File: config.mk
export PLATFORM = sky130hd
export DESIGN_NAME = dmg_link_peer
export DESIGN_NICKNAME = d
export VERILOG_FILES = /design/src/rtl/dmg_link_pkg.sv /design/src/rtl/link_edge_sync.sv /design/src/rtl/dmg_link_peer.sv
export SDC_FILE = /design/constraint.sdc
export NUM_CORES = 1
export LEC_CHECK = 0
export ABC_AREA = 1
export CAP_MARGIN = 20
export CORE_ASPECT_RATIO = 0.5
export CORE_MARGIN = 5
export CORE_UTILIZATION = 58
export DETAILED_ROUTE_END_ITERATION = 7
export GPL_TIMING_DRIVEN = 0
export PLACE_DENSITY = 0.8
export SYNTH_ARGS = -nofsm -noshare
export SYNTH_HDL_FRONTEND = slang
export SYNTH_SLANG_ARGS = --single-unit
File: constraint.sdc
create_clock -name clk -period 1.9 [get_ports clk]
set_clock_uncertainty 0.15 [all_clocks]
set_input_delay 0.57 -clock clk [delete_from_list [all_inputs] [get_ports clk]]
set_output_delay 0.57 -clock clk [all_outputs]
set_load 0.05 [all_outputs]
File: src/rtl/dmg_link_pkg.sv
// Shared types and constants for the DMG link-cable peer.
// Pure definitions; no timing or flow-control behaviour of its own.
package dmg_link_pkg;

  typedef enum logic [1:0] {
    IDLE  = 2'd0,
    ARMED = 2'd1,
    SHIFT = 2'd2,
    DONE  = 2'd3
  } link_state_t;

  localparam int         LINK_BITS           = 8;
  localparam logic [7:0] LINK_IDLE_BYTE      = 8'hFF;
  localparam int         DEFAULT_HALF_PERIOD = 256;
  localparam int         DEFAULT_SYNC_STAGES = 2;
  localparam int         DEFAULT_TIMEOUT     = 65535;

endpackage

File: src/rtl/link_edge_sync.sv
// Multi-flop synchroniser with optional rise/fall pulses, flops preset high (idle cable level).
// Latency: STAGES clk to q, STAGES+1 clk to acting on an edge pulse; no backpressure.
module link_edge_sync #(
  parameter int STAGES = 2,
  parameter bit EDGES  = 1'b1
) (
  input  logic clk,
  input  logic nreset,
  input  logic d,
  output logic q,
  output logic rise,
  output logic fall
);

  logic [STAGES-1:0] sync_q;
  logic [STAGES-1:0] sync_d;

  always_comb begin
    sync_d = {sync_q[STAGES-2:0], d};
  end

  always_ff @(posedge clk or negedge nreset) begin
    if (!nreset) begin
      sync_q <= '1;
    end else begin
      sync_q <= sync_d;
    end
  end

  assign q = sync_q[STAGES-1];

  if (EDGES) begin : g_edges
    // One history flop behind the chain so the edge is seen only after a full sync pass.
    logic hist_q;
    logic hist_d;

    always_comb begin
      hist_d = q;
    end

    always_ff @(posedge clk or negedge nreset) begin
      if (!nreset) begin
        hist_q <= 1'b1;
      end else begin
        hist_q <= hist_d;
      end
    end

    assign rise = q & ~hist_q;
    assign fall = ~q & hist_q;
  end else begin : g_level_only
    assign rise = 1'b0;
    assign fall = 1'b0;
  end

endmodule

File: src/rtl/dmg_link_peer.sv
// Far end of the DMG link cable: shifts one byte per transfer as SCK follower or SCK driver.
// Latency: SYNC_STAGES+1 clk from SCK pin to action; no backpressure, tx_load outside IDLE is dropped.
module dmg_link_peer
  import dmg_link_pkg::*;
#(
  parameter int HALF_PERIOD = DEFAULT_HALF_PERIOD,
  parameter int SYNC_STAGES = DEFAULT_SYNC_STAGES,
  parameter int TIMEOUT     = DEFAULT_TIMEOUT
) (
  input  logic       clk,
  input  logic       nreset,
  input  logic       sck_in,
  input  logic       sout,
  output logic       sin,
  output logic       sck_out,
  output logic       sck_oe,
  input  logic       drive_clk,
  input  logic [7:0] tx_data,
  input  logic       tx_load,
  output logic       busy,
  output logic [7:0] rx_data,
  output logic       rx_valid,
  output logic       rx_abort
);

  localparam int CW = $clog2(LINK_BITS);
  localparam int HW = $clog2(HALF_PERIOD + 1);
  localparam int TW = $clog2(TIMEOUT + 1);

  localparam logic [CW-1:0] LAST_BIT  = CW'(LINK_BITS - 1);
  localparam logic [HW-1:0] HALF_LAST = HW'(HALF_PERIOD - 1);
  localparam logic [TW-1:0] TMO_LAST  = TW'(TIMEOUT - 1);

  logic sck_rise;
  logic sck_fall;
  logic sck_lvl_unused;
  logic sout_sync;
  logic sout_rise_unused;
  logic sout_fall_unused;

  link_edge_sync #(
    .STAGES (SYNC_STAGES),
    .EDGES  (1'b1)
  ) u_sck_sync (
    .clk    (clk),
    .nreset (nreset),
    .d      (sck_in),
    .q      (sck_lvl_unused),
    .rise   (sck_rise),
    .fall   (sck_fall)
  );

  link_edge_sync #(
    .STAGES (SYNC_STAGES),
    .EDGES  (1'b0)
  ) u_sout_sync (
    .clk    (clk),
    .nreset (nreset),
    .d      (sout),
    .q      (sout_sync),
    .rise   (sout_rise_unused),
    .fall   (sout_fall_unused)
  );

  link_state_t          state_q,    state_d;
  logic [LINK_BITS-1:0] shreg_q,    shreg_d;
  logic [CW-1:0]        bit_cnt_q,  bit_cnt_d;
  logic [HW-1:0]        half_q,     half_d;
  logic [TW-1:0]        tmo_q,      tmo_d;
  logic                 drv_q,      drv_d;
  logic                 sin_q,      sin_d;
  logic                 sck_out_q,  sck_out_d;
  logic                 sck_oe_q,   sck_oe_d;
  logic [7:0]           rx_data_q,  rx_data_d;
  logic                 rx_valid_q, rx_valid_d;
  logic                 rx_abort_q, rx_abort_d;

  always_comb begin
    state_d    = state_q;
    shreg_d    = shreg_q;
    bit_cnt_d  = bit_cnt_q;
    half_d     = half_q;
    tmo_d      = tmo_q;
    drv_d      = drv_q;
    sin_d      = sin_q;
    sck_out_d  = sck_out_q;
    sck_oe_d   = sck_oe_q;
    rx_data_d  = rx_data_q;
    rx_valid_d = 1'b0;
    rx_abort_d = 1'b0;

    case (state_q)
      IDLE: begin
        if (tx_load) begin
          shreg_d   = tx_data;
          drv_d     = drive_clk;
          bit_cnt_d = '0;
          tmo_d     = '0;
          if (drive_clk) begin
            // Starting low is the first falling edge, so the MSB goes out now.
            state_d   = SHIFT;
            sck_out_d = 1'b0;
            sck_oe_d  = 1'b1;
            half_d    = '0;
            sin_d     = tx_data[7];
          end else if (sck_fall) begin
            state_d = SHIFT;
            sin_d   = tx_data[7];
          end else begin
            state_d = ARMED;
          end
        end else if (!drive_clk && sck_fall) begin
          // Unarmed: shreg still holds the idle byte, so the DMG reads 0xFF.
          state_d   = SHIFT;
          drv_d     = 1'b0;
          bit_cnt_d = '0;
          tmo_d     = '0;
          sin_d     = shreg_q[LINK_BITS-1];
        end
      end

      ARMED: begin
        if (sck_fall) begin
          state_d = SHIFT;
          tmo_d   = '0;
          sin_d   = shreg_q[LINK_BITS-1];
        end
      end

      SHIFT: begin
        if (drv_q) begin
          if (half_q == HALF_LAST) begin
            half_d    = '0;
            sck_out_d = ~sck_out_q;
            if (sck_out_q) begin
              sin_d = shreg_q[LINK_BITS-1];
            end else begin
              shreg_d   = {shreg_q[LINK_BITS-2:0], sout_sync};
              bit_cnt_d = bit_cnt_q + 1'b1;
              if (bit_cnt_q == LAST_BIT) begin
                state_d  = DONE;
                sck_oe_d = 1'b0;
              end
            end
          end else begin
            half_d = half_q + 1'b1;
          end
        end else begin
          if (sck_fall) begin
            sin_d = shreg_q[LINK_BITS-1];
            tmo_d = '0;
          end else if (sck_rise) begin
            shreg_d   = {shreg_q[LINK_BITS-2:0], sout_sync};
            bit_cnt_d = bit_cnt_q + 1'b1;
            tmo_d     = '0;
            if (bit_cnt_q == LAST_BIT) begin
              state_d = DONE;
            end
          end else if (tmo_q == TMO_LAST) begin
            // DMG stopped clocking mid-byte: drop the partial byte, keep the last good rx_data.
            state_d    = IDLE;
            rx_abort_d = 1'b1;
            shreg_d    = LINK_IDLE_BYTE;
            bit_cnt_d  = '0;
            tmo_d      = '0;
            sin_d      = 1'b1;
          end else begin
            tmo_d = tmo_q + 1'b1;
          end
        end
      end

      DONE: begin
        state_d    = IDLE;
        rx_data_d  = shreg_q;
        rx_valid_d = 1'b1;
        shreg_d    = LINK_IDLE_BYTE;
        bit_cnt_d  = '0;
        sin_d      = 1'b1;
      end

      default: begin
        state_d = IDLE;
      end
    endcase
  end

  always_ff @(posedge clk or negedge nreset) begin
    if (!nreset) begin
      state_q    <= IDLE;
      shreg_q    <= LINK_IDLE_BYTE;
      bit_cnt_q  <= '0;
      half_q     <= '0;
      tmo_q      <= '0;
      drv_q      <= 1'b0;
      sin_q      <= 1'b1;
      sck_out_q  <= 1'b1;
      sck_oe_q   <= 1'b0;
      rx_data_q  <= 8'h00;
      rx_valid_q <= 1'b0;
      rx_abort_q <= 1'b0;
    end else begin
      state_q    <= state_d;
      shreg_q    <= shreg_d;
      bit_cnt_q  <= bit_cnt_d;
      half_q     <= half_d;
      tmo_q      <= tmo_d;
      drv_q      <= drv_d;
      sin_q      <= sin_d;
      sck_out_q  <= sck_out_d;
      sck_oe_q   <= sck_oe_d;
      rx_data_q  <= rx_data_d;
      rx_valid_q <= rx_valid_d;
      rx_abort_q <= rx_abort_d;
    end
  end

  assign sin      = sin_q;
  assign sck_out  = sck_out_q;
  assign sck_oe   = sck_oe_q;
  assign busy     = (state_q != IDLE);
  assign rx_data  = rx_data_q;
  assign rx_valid = rx_valid_q;
  assign rx_abort = rx_abort_q;

endmodule
# == Word-level counts from Yosys, hierarchy flattened ==
# Cells that the tools add are included.
# word_totals
inputBits,14
word_cells,138
ff_bits,57
out_inout_bits,14
# op_classes
n_bitwise,5
eq_ne,23
muxes,75
add_sub_neg,3
reduce_logical,17
# op_table
operator,count
$mux W16,7
$mux W8,7
$pmux W16 S3,1
$mux W9,4
$mux W1,29
$mux W2,12
$mux W3,8
$pmux W8 S3,1
$pmux W9 S2,1
$reduce_and A6 Y1,3
$add A16 B1 Y16 const B,1
$eq A16 B16 Y1 const B,1
$ne A2 B2 Y1 const B,8
$ne A4 B4 Y1 const B,4
$ne A3 B3 Y1 const B,5
$reduce_and A7 Y1,2
$add A9 B1 Y9 const B,1
$eq A9 B8 Y1 const B,1
$pmux W3 S3,1
$pmux W2 S4,1
$reduce_and A4 Y1,2
$reduce_bool A2 Y1,3
$reduce_bool A3 Y1,2
$reduce_and A5 Y1,1
other kinds (12),17

# == Depth between registers and ports, before layout ==
# depth
word_depth,6
ltp_mapped,11
mapped_depth_nobuf,11

# == Cells and area by module ==
# From an unflattened synthesis, not the netlist that was laid out.
# hier_totals
cells_unflattened,418
area_unflattened_um2,3083.0
# modules_own_cells
mod,instances,cells_each,area_each_um2
dmg_link_peer,1,406,2917.8
link_edge_sync (u_sck_sync),1,7,93.8
link_edge_sync (u_sout_sync),1,5,71.3

# == Worst setup path after synthesis ==
# No wires, ideal clock.
# synth_path
path_type,register to register
start,register state_q[1]
end,register tmo_q[6]
stages_incl_launch_ff,10
t_arrival_ns,1.437
setup_ns,0.119
setup_slack_ns,0.195
required_time_ns,1.631
synth_period_minus_slack_ns,1.705
path_buffers,0
cell_sequence,dfrtp_1 -> inv_2 -> nand2_2 -> nor2_1 -> nand2_2 -> nand3_4 -> inv_4 -> nand2_4 -> inv_2 -> nor2_1
# synth_via
elab_chain_cells,3
word_cells_on_any_way,9
cone_classes,eq/ne: 5; mux: 1; reduce/logical: 3
# synth_rtl
item,line_no,rtl
"start, declared",dmg_link_peer.sv:65,"link_state_t state_q, state_d;"
"start signal, assigned",dmg_link_peer.sv:203,state_q <= state_d;
"$eq A2 B2 Y1, or another cell as far along",dmg_link_peer.sv:92,case (state_q)
"$ne A2 B2 Y1 (no source line), or another cell as far along",n/a,
$reduce_and A4 Y1 (no source line),n/a,
"end signal, assigned",dmg_link_peer.sv:207,tmo_q <= tmo_d;
"end, declared",dmg_link_peer.sv:69,"logic [TW-1:0] tmo_q, tmo_d;"
# Several ways; a longest one is shown, not always the timed one.
# A chain may end at the register's enable or synchronous reset.

# == Worst setup path after layout ==
# layout_path
start,register state_q[0]
end,output busy
# layout_via
elab_chain_cells,1
# layout_rtl
item,line_no,rtl
$reduce_bool A2 Y1,dmg_link_peer.sv:221,assign busy = (state_q != IDLE);
"end, declared",dmg_link_peer.sv:20,"output logic busy,"
# No other way between the ends.

==> out/results.ini <==
[run_status]
status = completed

[die]
die_w_um = 114
io_pins = 28
fp.dieArea_um2 = 7120
coreArea_um2 = 5370
rows = 19
start_util_pct = 58.9
die-height_um = 62.2

[synth]
netlist.area_leader.share_pct = 33.2
syn_area_um2 = 3160
yosys_warnings = 0
async_reset_ff_share_pct = 100
synth_nets = 430
synth-edff-count = 0
ys_ff_latch = 57
avgSynthCellArea_um2 = 7.70
syn_inst = 411
synth_area_leaders = dfrtp_1 (33%), nand2_1 (15%), dfstp_2 (12%)
ys.flop_type = dfrtp_1
synth_common_cells = nand2_1 (124), inv_1 (45), nor2_1 (44)
yosysUniqueCellTypes = 35
ys_seq_area_share_pct = 45.7
synth_area_leader_cell = dfrtp_1
synthMostInstantiatedCell = nand2_1

[hold_path]
holdCritPathClass = in2async

[grt]
track_usage_pct = 21.4
antenna_found_initial = 0
grt_pass1_vias = 2722
grt_overflow = 0
grt_pass1_wl_um = 12200
grt_max_degree = 42

[placed_design]
place_congestion = 0.954
dp_hpwl_um = 5170
pre_cts_ws_ps = -425
portBuffers = 27

[setup_path]
r2r_setup_slack_ps = 70
r2r-start = tmo_q[0]$_DFFE_PN0P_
worstSetupStartpointType = flop
crit_arrival_ps = 1130
crit_path_max_fanout = 4
required_ps = 1180
rr_endpoint = tmo_q[3]$_DFFE_PN0P_
rr_worst_depth = 11
cp-startpoint = state_q[0]$_DFFE_PN0P_
worstSetupEndpointType = output pin
crit_path_end = busy
critPathKind = reg2out

[clock_tree]
clockBufferDepth = 2
cts_tree = built
cts_root_buffer = clkbuf_8
htree_levels = 3
clk_pin_slew_ps = 70
clkLatencyLatePin_ps = 330
cts_hold_buf = 0
clock-sinks = 57
numCtsBuffers = 9

[route]
antenna_left = 0
post_drt_via_cell_ratio = 5.27
drt_iter0_drc = 244
dr.pass1.iters = 5
avgRoutedWirePerCell_um = 13.3
vias = 2851
drt_wl_total_um = 7200
drc = 0

[final_layout]
fillers = 434
final_nets = 482
fin_util_pct = 73.0
areaGrowthSynthToFinish_pct = 24.0
drive_above_1_share_pct = 23.1
n_antenna_cell = 0

[sta]
worst_slew_pin_slew_ps = 423
post-route-min-period_ps = 1850
tns_ps = 0
max_slew_margin_pct = 71.6
setup-violations-final = 0
final_hold_viol_count = 0
timing.final.crit_share_pct = 97.6
setup_ws_ps = 45.4
max_freq_ghz = 0.539
drv_slew = 0

[flow_run]
max_cap_viol_count = 0

[power_and_ir_drop]
peakVddDrop_mv = 0.843
leakagePower_nw = 1.90
total_power_mw = 5.91
power-per-cell-area_nw_per_um2 = 1510

-- critical path, stage by stage (launching register included) --
cell and delay [ps]:
dfrtp_1 400, inv_2 120, nand2_2 90, buf_4 200
-- cell families after synthesis --
group | Yosys count | synth area share, %
compound gates | 47 | 8.19
xor+xnor | 5 | 1.38
fa+ha+maj | 5 | 1.98
buf+inv | 56 | 6.80
flops | 57 | 45.7
simple gates | 241 | 36.0
-- layer usage --
metal | routed length, um | global-route usage [%] | up-vias
met4 | 97 | 7.70 | 0
met3 | 356 | 6.11 | 10
met1 | 3240 | 27.1 | 1339
met2 | 3510 | 34.9 | 75
li1 | - | - | 1427
met5 | 0 | 0 | -
-- cell type report --
cell class                 instances  area [um2]  share of cell area (%)
multi-input combinational        298        1600                    40.8
sequential                        57        1450                    36.9
timing repair buffer              40         357                    9.09
inverter                          53         209                    5.33
clock buffer                      13         159                    4.05
tap                               73        91.3                    2.33
clock inverter                     3        40.0                    1.02
buffer                             3        13.8                   0.351
timing repair inverter             1        6.26                   0.159
-- cell usage in the layout, fill, tap and decap left out, types with 4 or more instances in the layout --
master | Yosys | layout
nand2_1 | 124 | 122
inv_1 | 45 | 43
nor2_1 | 44 | 41
dfrtp_1 | 42 | 41
nand3_1 | 29 | 27
o21ai_0 | 21 | 20
dfstp_2 | 15 | 15
a21oi_1 | 14 | 14
buf_4 | 0 | 13
clkbuf_8 | 0 | 11
clkdlybuf4s50_1 | 0 | 11
nor2_4 | 5 | 9
nand4_1 | 9 | 9
inv_2 | 7 | 8
nor3_1 | 7 | 7
clkdlybuf4s15_2 | 0 | 7
nand2_2 | 6 | 6
nor2_2 | 6 | 5
buf_2 | 2 | 4
nand2_4 | 2 | 4
o21ai_1 | 4 | 4
clkbuf_2 | 0 | 4
-- through the flow --
stage	cell area (um2)	std cells	hold slack, ps
4_1_cts	3750	528	7.03
2_1_floorplan	3160	411	124
3_5_place_dp	3540	512	199
3_3_place_gp	3530	511	196
6_report	3920	541	6.40
5_1_grt	3920	541	17.7
-- state kept, by name, indices dropped and copies added, names as in the netlist --
name and count:
rx_data 8, sck_oe 1, shreg_q 8, drv_q 1, u_sck_sync.sync_q 2, sin 1, bit_cnt_q 3, half_q 9
rx_abort 1, rx_valid 1, u_sck_sync.g_edges.hist_q 1, state_q 2, tmo_q 16, sck_out 1, u_sout_sync.sync_q 2
-- power breakdown --
| part | internal, mW | switching (mW) | leakage, nW |
|---|---|---|---|
| clock | 0.674 | 0.460 | 0.103 |
| combinational | 0.955 | 1.98 | 1.08 |
| sequential | 1.61 | 0.234 | 0.719 |
-- how the worst min path moves through the flow --
| stage | slack, ps | to | start |
|---|---|---|---|
| after floorplan | 120 | bit_cnt_q[0]$_DFFE_PN0P_ | nreset |
| final | 6 | half_q[8]$_DFFE_PN0P_ | nreset |
| after global routing | 20 | rx_data[5]$_DFFE_PN0P_ | nreset |
| after detailed placement | 200 | u_sck_sync.sync_q[1]$_DFF_PN1_ | u_sck_sync.sync_q[0]$_DFF_PN1_ |
| after global placement | 200 | u_sout_sync.sync_q[1]$_DFF_PN1_ | u_sout_sync.sync_q[0]$_DFF_PN1_ |
| after CTS | 7 | rx_data[3]$_DFFE_PN0P_ | nreset |
-- repair_timing --
action,4_1_cts,5_1_grt
endpoints found under the hold margin,0,0
setup buffers,0,12
endpoints found under the setup margin,17,35
gates cloned,0,1
pin swaps,0,10
gates resized for setup,48,30
Note: power is estimated with default switching activity, not from simulation.
